--- src/rtl/muldiv_sequencer.sv ---
// muldiv_sequencer: iterative RV32M multiply/divide unit behind a start/done handshake.
// Shift-add multiplier and restoring divider share one 2*XLEN working register.
module muldiv_sequencer #(
  parameter int XLEN = 32
) (
  input  logic            clk,
  input  logic            rst_n,
  input  logic            start,
  input  logic            flush,
  input  logic [2:0]      funct3,
  input  logic [XLEN-1:0] op_a,
  input  logic [XLEN-1:0] op_b,
  output logic            busy,
  output logic            done,
  output logic [XLEN-1:0] result
);
  localparam int CW = $clog2(XLEN);

  typedef enum logic [1:0] {S_IDLE, S_CALC, S_FIX, S_DONE} state_t;

  state_t            state_q, state_d;
  logic [2:0]        funct3_q, funct3_d;
  logic              sign_a_q, sign_a_d;
  logic              sign_b_q, sign_b_d;
  logic [XLEN-1:0]   b_mag_q, b_mag_d;
  logic [2*XLEN-1:0] prod_q, prod_d;
  logic [CW-1:0]     cnt_q, cnt_d;
  logic              busy_q, busy_d;
  logic              done_q, done_d;
  logic [XLEN-1:0]   result_q, result_d;

  logic              a_signed, b_signed, a_neg, b_neg;
  logic [XLEN-1:0]   a_mag, b_mag;
  logic              div_by_zero, div_ovf;
  logic [XLEN:0]     mul_sum, rem_sh, trial;
  logic [2*XLEN-1:0] prod_neg;
  logic [XLEN-1:0]   quot_fix, rem_fix, final_val;

  always_comb begin
    a_signed    = (funct3 == 3'b001) || (funct3 == 3'b010) ||
                  (funct3 == 3'b100) || (funct3 == 3'b110);
    b_signed    = (funct3 == 3'b001) || (funct3 == 3'b100) || (funct3 == 3'b110);
    a_neg       = a_signed && op_a[XLEN-1];
    b_neg       = b_signed && op_b[XLEN-1];
    a_mag       = a_neg ? ({XLEN{1'b0}} - op_a) : op_a;
    b_mag       = b_neg ? ({XLEN{1'b0}} - op_b) : op_b;
    div_by_zero = funct3[2] && (op_b == '0);
    div_ovf     = funct3[2] && !funct3[0] &&
                  (op_a == {1'b1, {(XLEN-1){1'b0}}}) && (op_b == '1);
  end

  // Upper half of prod_q is the accumulator/remainder, lower half the multiplier/dividend.
  always_comb begin
    mul_sum  = {1'b0, prod_q[2*XLEN-1:XLEN]} + (prod_q[0] ? {1'b0, b_mag_q} : '0);
    rem_sh   = prod_q[2*XLEN-1:XLEN-1];
    trial    = rem_sh - {1'b0, b_mag_q};
    prod_neg = {(2*XLEN){1'b0}} - prod_q;
    quot_fix = (sign_a_q ^ sign_b_q) ? ({XLEN{1'b0}} - prod_q[XLEN-1:0]) : prod_q[XLEN-1:0];
    rem_fix  = sign_a_q ? ({XLEN{1'b0}} - prod_q[2*XLEN-1:XLEN]) : prod_q[2*XLEN-1:XLEN];
    case (funct3_q)
      3'b000:                 final_val = (sign_a_q ^ sign_b_q) ? prod_neg[XLEN-1:0]
                                                                : prod_q[XLEN-1:0];
      3'b001, 3'b010, 3'b011: final_val = (sign_a_q ^ sign_b_q) ? prod_neg[2*XLEN-1:XLEN]
                                                                : prod_q[2*XLEN-1:XLEN];
      3'b100, 3'b101:         final_val = quot_fix;
      default:                final_val = rem_fix;
    endcase
  end

  always_comb begin
    state_d  = state_q;
    funct3_d = funct3_q;
    sign_a_d = sign_a_q;
    sign_b_d = sign_b_q;
    b_mag_d  = b_mag_q;
    prod_d   = prod_q;
    cnt_d    = cnt_q;
    busy_d   = busy_q;
    done_d   = 1'b0;
    result_d = result_q;
    if (flush) begin
      state_d = S_IDLE;
      busy_d  = 1'b0;
    end else begin
      case (state_q)
        S_IDLE: begin
          if (start) begin
            funct3_d = funct3;
            sign_a_d = a_neg;
            sign_b_d = b_neg;
            b_mag_d  = b_mag;
            prod_d   = {{XLEN{1'b0}}, a_mag};
            cnt_d    = CW'(XLEN - 1);
            busy_d   = 1'b1;
            if (div_by_zero) begin
              state_d  = S_DONE;
              done_d   = 1'b1;
              result_d = funct3[1] ? op_a : '1;
            end else if (div_ovf) begin
              state_d  = S_DONE;
              done_d   = 1'b1;
              result_d = funct3[1] ? '0 : op_a;
            end else begin
              state_d = S_CALC;
            end
          end
        end
        S_CALC: begin
          if (funct3_q[2]) begin
            prod_d = trial[XLEN] ? {rem_sh[XLEN-1:0], prod_q[XLEN-2:0], 1'b0}
                                 : {trial[XLEN-1:0], prod_q[XLEN-2:0], 1'b1};
          end else begin
            prod_d = {mul_sum, prod_q[XLEN-1:1]};
          end
          cnt_d = cnt_q - CW'(1);
          if (cnt_q == '0) state_d = S_FIX;
        end
        S_FIX: begin
          result_d = final_val;
          done_d   = 1'b1;
          state_d  = S_DONE;
        end
        S_DONE: begin
          busy_d  = 1'b0;
          state_d = S_IDLE;
        end
        default: state_d = S_IDLE;
      endcase
    end
  end

  always_ff @(posedge clk or negedge rst_n) begin
    if (!rst_n) begin
      state_q  <= S_IDLE;
      funct3_q <= '0;
      sign_a_q <= 1'b0;
      sign_b_q <= 1'b0;
      b_mag_q  <= '0;
      prod_q   <= '0;
      cnt_q    <= '0;
      busy_q   <= 1'b0;
      done_q   <= 1'b0;
      result_q <= '0;
    end else begin
      state_q  <= state_d;
      funct3_q <= funct3_d;
      sign_a_q <= sign_a_d;
      sign_b_q <= sign_b_d;
      b_mag_q  <= b_mag_d;
      prod_q   <= prod_d;
      cnt_q    <= cnt_d;
      busy_q   <= busy_d;
      done_q   <= done_d;
      result_q <= result_d;
    end
  end

  // A flush arriving in the DONE cycle must hide the pulse from the pipeline.
  assign done   = done_q && !flush;
  assign busy   = busy_q;
  assign result = result_q;

endmodule
--- config.mk ---
export PLATFORM = sky130hd
export DESIGN_NAME = muldiv_sequencer
export DESIGN_NICKNAME = d
export VERILOG_FILES = /design/src/rtl/muldiv_sequencer.sv
export SDC_FILE = /design/constraint.sdc
export NUM_CORES = 1
export LEC_CHECK = 0
export ABC_AREA = 1
export CELL_PAD_IN_SITES_DETAIL_PLACEMENT = 0
export CELL_PAD_IN_SITES_GLOBAL_PLACEMENT = 2
export CORE_AREA = 3 3 234 236
export CTS_CLUSTER_DIAMETER = 50
export CTS_CLUSTER_SIZE = 30
export DETAILED_ROUTE_END_ITERATION = 8
export DIE_AREA = 0 0 237 239
export GPL_TIMING_DRIVEN = 1
export PLACE_DENSITY_LB_ADDON = 0.1
export SETUP_SLACK_MARGIN = 0.02
export SYNTH_ARGS = -nofsm -noshare
export SYNTH_HDL_FRONTEND = slang
export SYNTH_SLANG_ARGS = --single-unit
--- constraint.sdc ---
create_clock -name clk -period 7.2 [get_ports clk]
set_input_delay 1.44 -clock clk [delete_from_list [all_inputs] [get_ports clk]]
set_output_delay 1.44 -clock clk [all_outputs]
set_load 0.02 [all_outputs]
* Word-level counts from Yosys, hierarchy flattened
Index checks and enable logic that the tools add are counted.
Word-level totals: logic and storage cells 100, flip-flop bits (word level) 142
Operators by class: muxes and demuxes 34, reduce and logical (&&, ||, !) cells 28, equal/unequal tests 18, add/subtract/negate cells 8, bitwise operators 2
Operators with widths (count):
- $mux 32 | 12
- $mux 64 | 3
- $pmux 64 s2 | 1
- $sub 1x32->32 const A | 4
- $pmux 32 s3 | 1
- $eq 32x32->1 const B | 2
- $pmux 32 s2 | 1
- $sub 1x64->64 const A | 1
- $add 32x32->33 | 1
- $sub 33x32->33 | 1
- $logic_not 32->1 | 1
- $eq 3x3->1 const B | 4
- $mux 2 | 5
- $pmux 5 s2 | 1
- $eq 3x2->1 const B | 3
- $ne 3x3->1 const B | 3
- $pmux 2 s4 | 1
- $logic_and 1x1->1 | 7
- $eq 3x1->1 const B | 2
- $mux 1 | 6
- $reduce_and 3->1 | 2
- $logic_not 5->1 | 1
- $logic_or 1x1->1 | 5
- $mux 5 | 1
- other kinds (16) | 21

* Logic depth before layout (Yosys ltp)
Gate-level depths: netlist of the first run.
word-level depth 9, depth in mapped cells 21, depth with buffers taken out 19

* Worst setup path before layout of the first run
Ideal clock, no wire load.
path type input-to-output, start point input port flush, end point output port done, required time 5760 ps, path slack 4027 ps, cell stages on the path 1, buffers on the path 0, arrival time 1733 ps, cell sequence nor2_1
Between the ends: cells in the longest elaborated chain, start to end 2
RTL lines:
- start, declared | RTL line 9 | input logic flush,
- $logic_not 1->1 | RTL line 159 | assign done = done_q && !flush;
- $logic_and 1x1->1 | RTL line 159
- end, declared | RTL line 14 | output logic done,
Every way passes these cells.

* Worst setup path after layout of the first run
start point register state_q[1], end point register cnt_q[4]
Between the ends: cells in the longest elaborated chain, start to end 3, elaborated cells between the ends (all ways) 6
RTL lines:
- start, declared | RTL line 21 | state_t state_q, state_d;
- start signal, assigned | RTL line 145 | state_q <= state_d;
- $eq 2x1->1 / $logic_not 2->1 (equally long branches) | RTL line 85 | case (state_q)
- $reduce_bool 2->1 (no line) / $ne 2x2->1 (equally long branches)
- $reduce_and 3->1 (no line)
- end signal, assigned | RTL line 151 | cnt_q <= cnt_d;
- end, declared | RTL line 27 | logic [CW-1:0] cnt_q, cnt_d;
Several ways; a longest one is shown, not always the timed one. A chain may end at the register's enable or synchronous reset.

==> summary.md, run 1 <==
| Metric | Value |
|---|---|
| Status | `finished clean` |
| Synthesized net count | `approximately 3.4k` |
| Area post-placement | `slightly below 0.02 mm^2` |
| PwrDens | `about 450 mW/mm^2` |
| First-pass GRT wire length | `around 130000 um` |
| Part of the cycle the worst path needs | `a little under two thirds` |
| # port buffers | `104` |
| Synthesized flop and latch total | `around 140` |
| Mux cell area share after synthesis | `0%` |
| Crit path max fanout | `61` |
| Final-report setup violation count | `0` |
| Router iterations before antenna repair | `6` |
| Antenna cells | `0` |
| Root Driver | `clkbuf_16` |
| Min Tclk post-route | `4.586 ns` |
| Reg power frac | `19.3%` |
| Initial Util | `between 30 and 40%` |
| H-tree levels | `4` |
| Hold Path Class | `register to register` |
| Sinks on Clock Net | `about 140` |
| Slew Limit Fails | `0` |
| Synth unique cells | `between 50 and 60` |
| Largest family of logic cells by synthesized area | `simple AND/OR/NAND/NOR gates` |
| Die area | `between 0.05 and 0.06 mm^2` |
| Site Rows | `84` |
| Overflow after GRT | `0` |
| Max Clock Skew | `~0.015 ns` |
| Initial antenna violation count | `2` |
| I/O pin total | `roughly 110` |
| CTS Buf Count | `17` |
| ANT nets after route | `0` |
| Syn. warnings | `0` |
| Pint | `around 3.5 mW` |
| Total Wirelength | `87330 um` |
| Synthesized area per cell | `about 5.5 um^2` |
| Area Growth Syn to Fin | `11.96%` |
| EDFF count, synth | `0` |
| Clock Power Share | `between 10% and 20%` |
| TNS Setup | `0 ns` |
| Net Sw Power | `5.463 mW` |
| Worst endpoint required time | `~7.6 ns` |
| Vias per cell | `~5.4` |
| Postcts setup bufs | `0` |
| FFs w/ async S/R, synth | `100.0%` |
| Crit start category | `register` |
| Post-route cell area | `0.02012 mm^2` |
| Hold_buf cts | `0` |
| Largest net degree at the start of global routing | `between 90 and 100` |
| Routed len/inst | `21.80 um` |
| Worst-margin pin slew | `between 1 and 1.5 ns` |
| Slack of the worst reg-to-reg path | `around 2.6 ns` |
| Peak VDD IR | `around 240 uV` |
| CP endpoint kind | `register` |
| Rel. slew slack | `a little over a fifth` |
| Cells after synthesis | `roughly 3.3k` |
| Die H | `239 um` |
| Kind of critical path | `register to register` |
| Sequential fraction of the synthesis area | `roughly a fifth` |
| Main synth FF type | `dfrtp_1` |
| Post-Synth Adder-Cell Area | `roughly 5.4%` |
| Core area | `around 0.053 mm^2` |
| Clock Latency Late Sink | `a little under 0.5 ns` |
| Total track usage | `a little under a third` |
| Die X | `~240 um` |
| CTS max path bufs | `2` |
| Switching part of the total | `60.83%` |
| Clk pin slew, worst setup/hold paths | `approximately 0.070 ns` |
| Lkg Pwr | `around 10 nW` |
| Simple-gate share of the synthesized area | `45.77%` |
| Comb pwr share | `70.0%` |
| Nets@finish | `between 3k and 4k` |
| Synthesized-area fraction occupied by ao, oa, aoi and oai cells | `about 14%` |
| Remaining DRCs | `0` |
| Fmax | `0.2181 GHz` |
| RSZ-0062 raised after global routing | `no` |
| DR iter-0 viols | `2053` |
| Share of cells above drive strength 1 | `roughly 3.4%` |
| DP Wirelength | `about 70000 um` |
| Via count | `roughly 21k` |
| Placer congestion estimate | `slightly below 1` |
| Number of global-route vias before repair | `19.33k` |
| CTS tree | `done` |
| Synth Cell Area | `0.01797 mm^2` |
| Max-Cap Viols | `0` |
| XOR/XNOR share of the synthesized area | `just under 3%` |
| Critical path arrival | `~5 ns` |
| Final Hold Vio Count | `0` |
| CTS resizes | `0` |
==> registers in the layout, indices dropped and copies added, names as in the netlist, 2 cells and up <==
| name | cells |
|---|---|
| b_mag_q | 32 |
| cnt_q | 5 |
| funct3_q | 3 |
| prod_q | 64 |
| result | 32 |
| state_q | 2 |
==> synth_stat cells (23+ instances only) <==
master    count  area (um^2)
xor2_1       46        402.9
ha_1         75        938.4
nand3_1     313         1567
o21ai_0     202         1011
buf_2        25        125.1
a31oi_1      23        143.9
dfrtp_1     142         3553
nand4_1      45        281.5
inv_1       443         1663
nand2_1    1078         4046
clkbuf_1     65        244.0
a21oi_1     164        820.8
nor2_1      409         1535
nor3_1       47        235.2
==> cell families (layout without fill, tap and decap cells) <==
logic type                 Yosys count  after routing
AOI/OAI and AO/OA                  458            458
buffers and inverters              566            608
adders and majority gates           77             77
xor gates and xnor gates            61             61
DFF                                142            142
and+or+nand+nor                   1972           1972
==> layout by cell type (no fill, tap or decap), types with 20 or more instances in the layout <==
| cell type | netlist | layout |
|---|---|---|
| a21oi_1 | 164 | 163 |
| a31oi_1 | 23 | 23 |
| clkdlybuf4s50_1 | 0 | 103 |
| dfrtp_1 | 142 | 141 |
| ha_1 | 75 | 74 |
| inv_1 | 443 | 443 |
| nand2_1 | 1078 | 1078 |
| nand3_1 | 313 | 313 |
| nand3b_1 | 20 | 20 |
| nand4_1 | 45 | 45 |
| nor2_1 | 409 | 407 |
| nor3_1 | 47 | 47 |
| o21ai_0 | 202 | 202 |
| xor2_1 | 46 | 46 |
==> layout make-up <==
class	count	area [um^2]
fill	6049	32540
inverter	454	1704
clock inverter	11	132.6
multi-input combinational	2568	12220
clock buffer	21	470.5
tap	688	860.8
timing repair buffer	122	1177
sequential	142	3555
==> worst max-delay path, stage by stage, from the launching register on <==
cell and delay [ns]:
dfrtp_1 0.41, inv_1 0.10, ha_1 0.84, inv_2 0.65, nor2_2 0.23, buf_4 0.42
nor2_4 0.03, buf_4 0.39, inv_2 0.66, nand2_1 0.15, or2_1 0.26, o21ai_0 0.15
nand3_1 0.10
==> per-stage QoR <==
step	hold slack, ns	instances	power, mW	utilization [%]	setup slack, ns
2_1_floorplan	0.4616	3276	5.591	-	4.027
3_3_place_gp	0.4650	3974	7.838	37.06	2.166
3_5_place_dp	0.4730	3974	7.855	37.06	2.179
4_1_cts	0.4908	4006	8.853	38.20	2.658
5_1_grt	0.5151	4006	9.697	38.20	2.269
6_report	0.4892	4006	8.980	38.20	2.614
==> worst paths after layout <==
kind / startpoint / to / depth (start not counted)
worst max-delay path: state_q[1] / cnt_q[4] / 12
worst min-delay path: result[29] / result[29] / 2
worst max register to register: state_q[1] / cnt_q[4] / 12
worst min register to register: result[29] / result[29] / 2
max in group asynchronous: rst_n / prod_q[46] / 2
min in group asynchronous: rst_n / prod_q[14] / 1
==> power by group through the flow <==
| stage | combinational (mW) | sequential (mW) | clock, mW |
|---|---|---|---|
| finish | 6.28 | 1.73 | 0.964 |
| floorplan | 4.10 | 1.49 | 0 |
| global route | 6.93 | 1.76 | 1.01 |
| detailed placement | 6.14 | 1.72 | 0 |
| CTS | 6.16 | 1.70 | 0.986 |
| global placement | 6.12 | 1.72 | 0 |
==> routing by layer <==
layer,routed length [um],part of all wire (%),track usage [%],vias to the layer above
met4,1890,2.2,7.843,2
li1,-,-,-,10500
met1,43820,50,47.22,10080
met2,33620,38,40.97,814
met5,13,0.015,0,-
met3,7990,9.1,7.326,77
No activity file was read; power rests on OpenSTA's default activity.
==> inputs of run 2 (changes only) <==
Settings changed: CORE_AREA 3 3 234 236 to 3 3 241 243, DIE_AREA 0 0 237 239 to 0 0 244 246.
Clock period 7.2 ns to 4.5 ns, I/O delays scaled along.
==> run 2 against run 1 <==
  * Critical path depth rose by 5
  * Clock skew rose by 0.0036 ns
  * Non-clock buffer count rose by 37
  * Critical endpoint is now prod_q[47]
  * Via count rose by 0.39%
  * Register-to-register slack got worse by 1.7 ns
  * Wire length rose by 4.3%
==> summary.md, run 2 (synthesis gave the netlist of run 1 again) <==
| Metric | Value |
|---|---|
| Part of the cycle the worst path needs | `79.88% (+16 points)` |
| Share of cells above drive strength 1 | `4.441% (+1.0 points)` |
| Max-Cap Viols | `0 (unchanged)` |
| RSZ-0062 raised after global routing | `no` |
| Site Rows | `87 (+3.6%)` |
| Crit path max fanout | `23 (-62%)` |
| Most used cell, CP | `nand2_1` |
| Reg power frac | `18.2% (-1.1 points)` |
| Critical path arrival | `3.97 ns (-0.98 ns)` |
| Total Wirelength | `91120 um (+4.3%)` |
| Postcts setup bufs | `0 (unchanged)` |
| DR iter-0 viols | `2106 (+2.6%)` |
| Overflow after GRT | `0 (unchanged)` |
| Most common cell after layout, fill and taps aside | `nand2_1` |
| Slew Limit Fails | `0 (unchanged)` |
| Min Tclk post-route | `3.595 ns (-0.9909 ns)` |
| Via count | `21.57k (+0.39%)` |
| CP endpoint kind | `register` |
| Core area | `0.05617 mm^2 (+6.7%)` |
| Max reg flops | `64 (unchanged)` |
| # port buffers | `104 (unchanged)` |
| Worst endpoint required time | `4.87 ns (-2.69 ns)` |
| ANT nets after route | `0 (unchanged)` |
| First-pass GRT wire length | `133700 um (+4.8%)` |
| Clk pin slew, worst setup/hold paths | `0.07 ns (about the same)` |
| Initial antenna violation count | `1 (-1)` |
| Switching part of the total | `61.14% (+0.31 points)` |
| PwrDens | `709.0 mW/mm^2 (+59%)` |
| Root Driver | `clkbuf_16` |
| Crit start category | `register` |
| DP Wirelength | `73450 um (+5.3%)` |
| Status | `finished clean` |
| Routed len/inst | `22.17 um (+1.7%)` |
| Area Growth Syn to Fin | `13.89%` |
| Net Sw Power | `8.871 mW (+62%)` |
| Clock Power Share | `10.0% (-0.7 points)` |
| Final-report setup violation count | `0 (unchanged)` |
| Rel. slew slack | `32.02% (+11 points)` |
| Kind of critical path | `register to register` |
| Placer congestion estimate | `0.9632 (-1.6%)` |
| Total track usage | `30.09% (-0.26 points)` |
| Vias per cell | `5.246 (-2.2%)` |
| Most frequent cells in the layout | `nand2_1 (1078), inv_1 (443), nor2_1 (407), nand3_1 (313), o21ai_0 (202)` |
| Number of global-route vias before repair | `20.18k (+4.4%)` |
| CTS max path bufs | `2 (unchanged)` |
| Crit path cell chain | `inv_1, fa_1, inv_1, nand2_1, nand2_1, nand3_1, nand2_2, nand2_1, nand2_2, nand2_2, nand3_1, nand2_2, buf_4, nand2_1, nand3_1, nand2_1, nand2_1` |
| TNS Setup | `0 ns (unchanged)` |
| Comb pwr share | `71.9% (+1.9 points)` |
| CTS resizes | `0 (unchanged)` |
| Pint | `5.638 mW (+60%)` |
| H-tree levels | `4 (unchanged)` |
| CTS tree | `done` |
| Biggest register | `prod_q` |
| Die area | `0.06002 mm^2 (+6.0%)` |
| Die H | `246 um (+2.9%)` |
| WHS | `0.3987 ns (-0.09049 ns)` |
| Hold_buf cts | `0 (unchanged)` |
| Lkg Pwr | `10.63 nW (+1.7%)` |
| Antenna cells | `0 (unchanged)` |
| Sinks on Clock Net | `142 (unchanged)` |
| Peak VDD IR | `367.7 uV (+53%)` |
| Clock Latency Late Sink | `0.50 ns (about the same)` |
| Initial Util | `31.99% (-2.1 points)` |
| Worst path max stage delay | `0.51 ns (-0.33 ns)` |
| Fmax | `0.2782 GHz (+28%)` |
| Final Hold Vio Count | `0 (unchanged)` |
| Nets@finish | `3490 (+1.1%)` |
| Remaining DRCs | `0 (unchanged)` |
| Worst-margin pin slew | `1.020 ns (-0.1595 ns)` |
| Max Clock Skew | `0.01850 ns (+0.003601 ns)` |
| Largest net degree at the start of global routing | `64 (-30%)` |
| I/O pin total | `105 (unchanged)` |
| Fillers | `6569 (+8.6%)` |
| CP max-delay cell | `fa_1` |
| Router iterations before antenna repair | `5 (-1)` |
| Die X | `244 um (+3.0%)` |
| Hold Path Class | `primary input to async pin` |
| CTS Buf Count | `17 (unchanged)` |
## run 2: cell types whose count changed in the layout (fill, tap and decap cells not counted), sizes merged
cell / delta
bufinv: -1
clkinvlp: +1
buf: +37
clkbuf: -2
clkinv: +2
## run 2: worst max-delay path: cells and delay by family, from the launching register on
kind / cells / cell delay (ns)
and+or+nand+nor: 13 / 1.69
DFF: 1 / 0.50
adders and majority gates: 1 / 0.51
buffers and inverters: 3 / 0.75
## run 2: through the flow
step / power [mW] / instances / setup slack, ns / utilization, % / instance area, um^2
final: 14.51 / 4111 / 0.9052 / 36.43 / 20460
after detailed placement: 12.83 / 4079 / 0.8340 / 35.45 / 19910
after global routing: 15.73 / 4111 / 0.7103 / 36.43 / 20460
after CTS: 14.33 / 4111 / 0.9918 / 36.43 / 20460
after floorplan: 8.946 / 3276 / 1.967 / - / 17970
after global placement: 12.83 / 4079 / 0.7746 / 35.45 / 19910
## run 2: final cells by class
class                      count  area [um^2]  share of cell area, %
multi-input combinational   2568        12220                  59.70
sequential                   142         3555                  17.37
inverter                     454         1704                  8.328
timing repair buffer         159         1493                  7.294
tap                          756        945.9                  4.622
clock buffer                  19        432.9                  2.116
clock inverter                13        116.4                 0.5686
## run 2: path summary, 6_finish.rpt
| check | start | to | slack (ns) | cells after the start |
|---|---|---|---|---|
| max | prod_q[32] | prod_q[47] | 0.91 | 17 |
| min | rst_n | result[29] | 0.40 | 1 |
| max reg2reg | prod_q[32] | prod_q[47] | 0.91 | 17 |
| min reg2reg | result[11] | result[11] | 0.48 | 2 |
| max in group asynchronous | rst_n | b_mag_q[1] | 3.25 | 2 |
| min in group clk | result[11] | result[11] | 0.48 | 2 |
## run 2: routing by layer
metal,track usage [%],wire length [um],vias up
met4,5.957,1254,0
met5,0,0,-
li1,-,-,10590
met2,42.47,36460,729
met1,46.53,46440,10190
met3,6.171,6978,56
## run 2: power groups by stage
stage | Clock (mW) | Sequential [mW] | Combinational [mW]
after floorplan | 0 | 2.38 | 6.56
after CTS | 1.49 | 2.61 | 10.2
after detailed placement | 0 | 2.63 | 10.2
after global placement | 0 | 2.62 | 10.2
after global routing | 1.53 | 2.69 | 11.5
final | 1.45 | 2.64 | 10.4
==> inputs of run 3 (changes only) <==
Clock period 4.5 ns to 3.4 ns, I/O delays scaled along.
==> run 3 against run 2 <==
  * Final area up 3.1%
  * Largest cell class unchanged
  * Sequential share of layout area decreased by 0.52 points
  * Combinational power up 39%
  * Total power increased by 36%
  * Largest power group unchanged
  * Highest routed layer unchanged
  * Die area stayed put
  * Via count rose by 2.4%
  * Global-route usage is 0.58 points higher
  * Non-clock buffer count increased by 73
  * Sequential power rose by 22%
==> summary.md, run 3 (synthesis gave the netlist of run 1 again) <==
| Metric | Value |
|---|---|
| Initial Util | `31.99% (unchanged)` |
| DP Wirelength | `75750 um (+3.1%)` |
| Max reg flops | `64 (unchanged)` |
| Hold Path Class | `primary input to async pin` |
| Finished Layout Cells | `4184 (+1.8%)` |
| Pwr Total | `19.69 mW (+36%)` |
| Remaining DRCs | `0 (unchanged)` |
| Sinks on Clock Net | `142 (unchanged)` |
| Lkg Pwr | `11.02 nW (+3.7%)` |
| WHS | `0.08801 ns (-0.3107 ns)` |
| Part of the cycle the worst path needs | `92.09% (+12 points)` |
| Worst endpoint required time | `3.77 ns (-1.10 ns)` |
| Total Wirelength | `92750 um (+1.8%)` |
| TNS Setup | `0 ns (unchanged)` |
| Via count | `22.08k (+2.4%)` |
| First-pass GRT wire length | `135900 um (+1.6%)` |
| Die X | `244 um (unchanged)` |
| CP endpoint kind | `register` |
| Most frequent cells in the layout | `nand2_1 (1078), inv_1 (443), nor2_1 (407), nand3_1 (313), o21ai_0 (202)` |
| Site Rows | `87 (unchanged)` |
| DR iter-0 viols | `2131 (+1.2%)` |
| Core area | `0.05617 mm^2 (unchanged)` |
| Total track usage | `30.67% (+0.58 points)` |
| Hold_buf cts | `0 (unchanged)` |
| Slew Limit Fails | `0 (unchanged)` |
| Kind of critical path | `register to register` |
| CP max-delay cell | `dfrtp_1` |
| Routed len/inst | `22.17 um (about the same)` |
| Clock Latency Late Sink | `0.49 ns (about the same)` |
| Largest net degree at the start of global routing | `64 (unchanged)` |
| Critical path arrival | `3.51 ns (-0.46 ns)` |
| Critical R2R Launch | `b_mag_q[0]` |
| Largest delay share family, worst path | `compound AO/OA/AOI/OAI gates` |
| Max-Cap Viols | `0 (unchanged)` |
| Status | `finished clean` |
| Slack of the worst reg-to-reg path | `0.27 ns (-0.64 ns)` |
| CTS resizes | `0 (unchanged)` |
| Nets@finish | `3563 (+2.1%)` |
| Most common cell after layout, fill and taps aside | `nand2_1` |
| Final Hold Vio Count | `0 (unchanged)` |
| Worst path max stage delay | `0.46 ns (-0.05 ns)` |
| CTS Buf Count | `17 (unchanged)` |
| Final-report setup violation count | `0 (unchanged)` |
| Placed Instances | `4152 (+1.8%)` |
| I/O pin total | `105 (unchanged)` |
| # port buffers | `104 (unchanged)` |
| H-tree levels | `4 (unchanged)` |
| RSZ-0062 raised after global routing | `no` |
| Endpoint of the lowest-slack register-to-register path | `prod_q[39]` |
| Postcts setup bufs | `0 (unchanged)` |
| Crit path max fanout | `3 (-87%)` |
| Number of global-route vias before repair | `20.31k (+0.63%)` |
| Die area | `0.06002 mm^2 (unchanged)` |
| Fmax | `0.3194 GHz (+15%)` |
| Max Clock Skew | `0.01744 ns (-0.001059 ns)` |
| Clk pin slew, worst setup/hold paths | `0.07 ns (about the same)` |
| Peak VDD IR | `576.5 uV (+57%)` |
| Crit path cell chain | `nand2_1, inv_1, ha_1, inv_1, fa_1, o21bai_1, inv_1, o21ai_0, xor2_1, o21ai_0, inv_1, nand2_1, nand2_1` |
| Min Tclk post-route | `3.131 ns (-0.4638 ns)` |
| Root Driver | `clkbuf_16` |
| Crit path buffers/inverters | `4 (+1)` |
| Biggest register | `prod_q` |
| Overflow after GRT | `0 (unchanged)` |
| Rel. slew slack | `51.75% (+20 points)` |
| Reg2reg path depth | `13 (-4)` |
| CTS tree | `done` |
| Vias per cell | `5.276 (+0.58%)` |
| PwrDens | `933.3 mW/mm^2 (+32%)` |
| Antenna cells | `0 (unchanged)` |
| Placer congestion estimate | `0.9467 (-1.7%)` |
| Most used cell, CP | `inv_1` |
| CTS max path bufs | `2 (unchanged)` |
| ANT nets after route | `0 (unchanged)` |
| Share of cells above drive strength 1 | `6.476% (+2.0 points)` |
| Initial antenna violation count | `2 (+1)` |
| Worst-margin pin slew | `0.7183 ns (-0.3014 ns)` |
| Die H | `246 um (unchanged)` |
| Area Growth Syn to Fin | `17.40%` |
| Crit start category | `register` |
| Router iterations before antenna repair | `5 (unchanged)` |
## run 3: changes by cell type in the layout (fill, tap and decap cells not counted)
cell and change:
buf_12 +4, buf_4 +69, bufinv_16 +1, clkbuf_8 +1, clkinv_2 -2, clkinv_4 -2, clkinvlp_4 +1, inv_6 +1
## run 3: report_power, final
group / switching (mW) / internal (mW) / total [mW]
combinational: 10.1 / 4.40 / 14.5
clock: 0.888 / 1.10 / 1.99
sequential: 0.819 / 2.41 / 3.23
total: 11.8 / 7.91 / 19.7
## run 3: routing by layer
metal	vias to the layer above	GRT usage (%)	wire [um]
met5	-	0	0
met4	0	6.744	1787
met3	71	6.030	7435
met2	779	43.18	37030
met1	10500	47.42	46490
li1	10730	-	-
## run 3: layout make-up
cell class / count / area [um^2]
inverters: 454 / 1704
well taps: 756 / 945.9
clock buffers: 20 / 446.7
repair buffers: 232 / 2091
multi-input cells: 2568 / 12220
clock inverters: 12 / 135.1
flip-flops and latches: 142 / 3555
fillers: 6475 / 35070
## run 3: through the flow
| stage | worst slack (ns) | util (%) | area (um^2) |
|---|---|---|---|
| after floorplan | 0.8667 | - | 17970 |
| after global placement | 0.1594 | 36.52 | 20510 |
| after detailed placement | 0.1660 | 36.52 | 20510 |
| after CTS | 0.3093 | 37.55 | 21090 |
| after global routing | 0.05051 | 37.55 | 21090 |
| final | 0.2690 | 37.55 | 21090 |
## run 3: how the worst max path moves through the flow
stage / endpoint / cells past startpoint / from
floorplan: prod_q[47] / 17 / prod_q[0]
global placement: result[22] / 15 / op_b[1]
detailed placement: result[26] / 15 / op_b[1]
CTS: prod_q[55] / 17 / b_mag_q[0]
global route: prod_q[55] / 17 / b_mag_q[0]
finish: prod_q[39] / 13 / b_mag_q[0]
